===== src/rtl/shift_pkg.sv =====
// Shared definitions for the barrel shifter and its arbiter. These are the shift-direction
// codes, the sequencer state encoding and the shifter's operand-to-zero-flag latency.
package shift_pkg;

    localparam int SH_LAT = 5;

    localparam logic [1:0] SH_PASS = 2'b00;
    localparam logic [1:0] SH_SLL  = 2'b01;
    localparam logic [1:0] SH_SRL  = 2'b10;
    localparam logic [1:0] SH_SRA  = 2'b11;

    typedef enum logic {
        IDLE = 1'b0,
        BUSY = 1'b1
    } state_e;

endpackage


===== src/rtl/shift_arbiter_rr_arb2.sv =====
// Two-way round-robin grant. When both requesters are pending, the one not served last wins.
module rr_arb2 (
    input  logic [1:0] valid,
    input  logic       last,
    input  logic       en,
    output logic [1:0] grant
);

    always_comb begin
        grant = 2'b00;
        if (en) begin
            if (valid == 2'b11) begin
                grant = last ? 2'b01 : 2'b10;
            end else begin
                grant = valid;
            end
        end
    end

endmodule


===== src/rtl/shift_arbiter.sv =====
// Sequencer and two-port arbiter for the shared barrel shifter. It grants one request at a time
// and keeps the operands stable until the shifter's result and zero flag have settled.
module shift_arbiter #(
    parameter int WIDTH  = 16,
    parameter int SH_LAT = shift_pkg::SH_LAT
) (
    input  logic             clk,
    input  logic             rst,
    input  logic             req0_valid,
    input  logic             req1_valid,
    output logic             req0_ready,
    output logic             req1_ready,
    input  logic [WIDTH-1:0] req0_src,
    input  logic [WIDTH-1:0] req1_src,
    input  logic [3:0]       req0_shamt,
    input  logic [3:0]       req1_shamt,
    input  logic [1:0]       req0_dir,
    input  logic [1:0]       req1_dir,
    output logic [WIDTH-1:0] sh_src,
    output logic [3:0]       sh_shamt,
    output logic [1:0]       sh_dir,
    input  logic [WIDTH-1:0] sh_out,
    input  logic             sh_zr,
    output logic             rsp_valid,
    output logic             rsp_id,
    output logic [WIDTH-1:0] rsp_data,
    output logic             rsp_zr,
    output logic             busy
);
    import shift_pkg::*;

    localparam int CNT_W = $clog2(SH_LAT + 1);

    state_e             state_q, state_d;
    logic [CNT_W-1:0]   cnt_q, cnt_d;
    logic               last_q, last_d;
    logic [WIDTH-1:0]   hold_src_q, hold_src_d;
    logic [3:0]         hold_shamt_q, hold_shamt_d;
    logic [1:0]         hold_dir_q, hold_dir_d;
    logic               rsp_valid_q, rsp_valid_d;
    logic               rsp_id_q, rsp_id_d;
    logic [WIDTH-1:0]   rsp_data_q, rsp_data_d;
    logic               rsp_zr_q, rsp_zr_d;

    logic               idle;
    logic [1:0]         grant;

    assign idle = (state_q == IDLE);

    rr_arb2 u_arb (
        .valid ({req1_valid, req0_valid}),
        .last  (last_q),
        .en    (idle),
        .grant (grant)
    );

    // A non-zero grant only appears while idle and with its valid high, so it marks the handshake.
    always_comb begin
        state_d      = state_q;
        cnt_d        = cnt_q;
        last_d       = last_q;
        hold_src_d   = hold_src_q;
        hold_shamt_d = hold_shamt_q;
        hold_dir_d   = hold_dir_q;
        rsp_valid_d  = 1'b0;
        rsp_id_d     = rsp_id_q;
        rsp_data_d   = rsp_data_q;
        rsp_zr_d     = rsp_zr_q;
        case (state_q)
            IDLE: begin
                if (grant != 2'b00) begin
                    hold_src_d   = grant[1] ? req1_src   : req0_src;
                    hold_shamt_d = grant[1] ? req1_shamt : req0_shamt;
                    hold_dir_d   = grant[1] ? req1_dir   : req0_dir;
                    rsp_id_d     = grant[1];
                    last_d       = grant[1];
                    cnt_d        = '0;
                    state_d      = BUSY;
                end
            end
            BUSY: begin
                cnt_d = cnt_q + 1'b1;
                if (cnt_q == CNT_W'(SH_LAT)) begin
                    rsp_data_d  = sh_out;
                    rsp_zr_d    = sh_zr;
                    rsp_valid_d = 1'b1;
                    state_d     = IDLE;
                end
            end
        endcase
    end

    always_ff @(posedge clk) begin
        if (rst) begin
            state_q      <= IDLE;
            cnt_q        <= '0;
            last_q       <= 1'b1;
            hold_src_q   <= '0;
            hold_shamt_q <= '0;
            hold_dir_q   <= '0;
            rsp_valid_q  <= 1'b0;
            rsp_id_q     <= 1'b0;
            rsp_data_q   <= '0;
            rsp_zr_q     <= 1'b0;
        end else begin
            state_q      <= state_d;
            cnt_q        <= cnt_d;
            last_q       <= last_d;
            hold_src_q   <= hold_src_d;
            hold_shamt_q <= hold_shamt_d;
            hold_dir_q   <= hold_dir_d;
            rsp_valid_q  <= rsp_valid_d;
            rsp_id_q     <= rsp_id_d;
            rsp_data_q   <= rsp_data_d;
            rsp_zr_q     <= rsp_zr_d;
        end
    end

    assign req0_ready = idle && grant[0];
    assign req1_ready = idle && grant[1];
    assign sh_src     = hold_src_q;
    assign sh_shamt   = hold_shamt_q;
    assign sh_dir     = hold_dir_q;
    assign rsp_valid  = rsp_valid_q;
    assign rsp_id     = rsp_id_q;
    assign rsp_data   = rsp_data_q;
    assign rsp_zr     = rsp_zr_q;
    assign busy       = (state_q == BUSY);

endmodule


===== config.mk =====
export PLATFORM = sky130hd
export DESIGN_NAME = shift_arbiter
export DESIGN_NICKNAME = d
export VERILOG_FILES = /design/src/rtl/shift_pkg.sv /design/src/rtl/shift_arbiter_rr_arb2.sv /design/src/rtl/shift_arbiter.sv
export SDC_FILE = /design/constraint.sdc
export NUM_CORES = 1
export LEC_CHECK = 0
export ABC_AREA = 1
export CORE_MARGIN = 4
export CORE_UTILIZATION = 36
export CTS_CLUSTER_DIAMETER = 80
export DETAILED_ROUTE_END_ITERATION = 8
export PLACE_DENSITY = 0.85
export SETUP_SLACK_MARGIN = 0.2
export SLEW_MARGIN = 20
export SYNTH_ARGS = -nofsm -noshare
export SYNTH_HDL_FRONTEND = slang
export SYNTH_SLANG_ARGS = --single-unit

===== constraint.sdc =====
create_clock -name clk -period 1.15 [get_ports clk]
set_input_delay 0.23 -clock clk [delete_from_list [all_inputs] [get_ports clk]]
set_output_delay 0.23 -clock clk [all_outputs]
set_load 0.01 [all_outputs]

==> results.md <==
- Status: finished with violations
- Violated checks: setup timing
- DR vias: 2471
- PD cells: 1003 mW/mm^2
- Die H: around 85 microns
- Clk sinks: 46
- Max cap viols: 0
- Via density: 4.913
- Final worst path period share: 109.0%
- Reg clk slew, reported paths: roughly 0.090 ns
- Final core occ: between 70% and 80%
- Synthesis-to-layout area growth: 88.29%
- Register area share after synthesis: a little over two fifths
- Multi-input gate area: roughly 0.0011 sq mm
- Die width: between 80 and 90 microns
- Post-route ant nets: 0
- Leak pwr: 1.796 nW
- DP HPWL: between 4 and 5 mm
- Worst-skew pair later-pin latency: 0.30 ns
- Post-Syn Area: roughly 0.0021 sq mm
- Clock buffer count from CTS: 5
- Nets: between 400 and 500
- Tmin final: about 1.3 ns
- Hold depth: 2
- Clock Skew: between 0.009 and 0.01 ns
- Post-Syn Area per Cell: slightly below 7 sq um
- Synthesized Nets: around 370
- #FFs+latches synth: 46
- WL final: between 7 and 8 mm
- Die area: around 0.0072 sq mm
- RSZ-0062 raised after global routing: true
- Initial cell density of the core: between 30% and 40%
- GRT overflow: 0
- HP Class: reg2reg
- DR DRC count: 0
- Pre-CTS setup slack: -0.6310 ns
- Post-synth cell types: 16
- Final worst setup slack: -0.1032 ns
- FF/Latch Area: 980.9 sq um
- Clock buffer depth: 2
- Diodes inserted: 0
- Worst Max-Slew Pin Slew: ~0.29 ns
- Worst setup EP type: primary output
- Ports: ~110
- Fmax: approximately 0.80 GHz
- Worst VDD drop: 0.5922 mV
- Placed cell area: about 0.0034 sq mm
- GRT Total Usage: between 10% and 20%
- Antenna violations before repair: 0
- Iter 0 DRT Violations: slightly above 90
- Core footprint: ~0.0056 sq mm
- Number of global-route vias before repair: between 2k and 2.5k
- Htree depth: 2
- Buffers on Ports: 108
- Largest net degree at the start of global routing: 25
- Worst rel slew slack: just over 80%
- Hold-fix buffers at CTS: 0
- Mapped Cells: approximately 310
- Ratio of cells with drive above 1 in the final layout: a little over two fifths
- First-pass GRT wire length: between 10 and 15 mm
- Setup CP Type: reg2out
- CTS tree: done
- Fill cell total of the finished layout: 443
- Final Cell Area: roughly 0.0040 sq mm
- Wirelength per Cell: roughly 15 microns
- Synth warn: 0
- Row count: 27
- Worst Path Arrival: 1.02 ns
- CP Launch Type: flop
- CP Max Fanout: 4
- Gpl congestion: around 0.80
- CTS root buf: clkbuf_8
- Worst r2r path cells: 5
- Final Slew Violations: 0
- Final setup vio count: 32
- Drt pass-1 iters: 4
- Hold Fails Final Rpt: 0
- Worst Path Required: 0.92 ns
## power by group
| part | internal (W) | switching (W) |
|---|---|---|
| combinational | 0.000701 | 0.000566 |
| sequential | 0.00171 | 0.0000715 |
| clock | 0.000422 | 0.000529 |
## path summary, 6_finish.rpt
kind / from / endpoint / slack, ns
setup / recovery: busy / req0_ready / -0.10
hold / removal: rsp_data[14] / rsp_data[14] / 0.45
setup reg to reg: cnt_q[1] / rsp_data[15] / -0.06
hold reg to reg: rsp_data[14] / rsp_data[14] / 0.45
## cell families after synthesis
group | count (synthesis) | synth area share, %
compound gates | 63 | 15.43
buf+inv | 87 | 16.32
fa+ha+maj | 2 | 1.183
simple gates | 107 | 23.54
flops | 46 | 43.52
## layout make-up
class	count	share of cell area [%]
multi-input combinational	174	27.54
sequential	46	24.62
timing repair buffer	136	36.93
clock buffer	6	1.822
clock inverter	2	0.2513
inverter	67	6.564
tap	72	2.261
## metal layers
metal / vias up / GRT usage, % / share of wire [%]
li1: 1228 / - / -
met1: 1136 / 20.39 / 40
met2: 98 / 32.95 / 51
met3: 9 / 5.986 / 8.6
met4: 0 / 4.317 / 0.93
met5: - / 0 / 0
## state kept, by name, summed over array words and instances (netlist names)
| register | flops |
|---|---|
| last_q | 1 |
| rsp_zr | 1 |
| rsp_valid | 1 |
| sh_src | 16 |
| sh_dir | 2 |
| sh_shamt | 4 |
| cnt_q | 3 |
| rsp_data | 16 |
| rsp_id | 1 |
| busy | 1 |
## what timing repair did
| action | 4_1_cts | 5_1_grt |
|---|---|---|
| gates cloned | 2 | 4 |
| gates resized for setup | 281 | 51 |
| pin swaps | 4 | 20 |
| endpoints found under the hold margin | 0 | 0 |
| endpoints found under the setup margin | 90 | 90 |
| buffers inserted | 1 | 6 |
## cell usage after synthesis
cell type,count,area [sq um]
inv_1,65,244.0
nand2_1,52,195.2
dfxtp_1,46,920.9
a21oi_1,44,220.2
nand3_1,26,130.1
nand4_1,22,137.6
o21ai_0,18,90.09
buf_2,12,60.06
clkbuf_1,7,26.28
nor2_1,5,18.77
ha_1,2,25.02
inv_2,2,7.510
buf_4,1,7.510
nand3_2,1,10.01
o21ai_4,1,16.27
or2_2,1,6.260
## layout by cell type (no fill, tap or decap), types with 12 or more instances in the layout
cell,instances
a21oi_1,37
nand2_1,43
buf_4,12
inv_1,63
buf_6,49
nand3_2,23
dfxtp_2,45
o21ai_1,12
nand4_1,22
clkdlybuf4s50_1,62
## critical path, cell delays in order (launching register included)
cell and delay, ns:
dfxtp_4 0.37, inv_6 0.08, nand2_4 0.05, nor2_2 0.08, buf_2 0.14
## per-stage QoR
stage	instances	hold slack [ns]	setup TNS [ns]	total power (W)
after CTS	493	0.4513	-1.989	0.003814
after detailed placement	482	0.4338	-18.43	0.002797
after global routing	503	0.4620	-3.565	0.004193
after global placement	482	0.4308	-17.33	0.002778
final	503	0.4518	-1.150	0.003997
after floorplan	305	0.3928	0	0.002271
No activity file was read; power rests on OpenSTA's default activity.
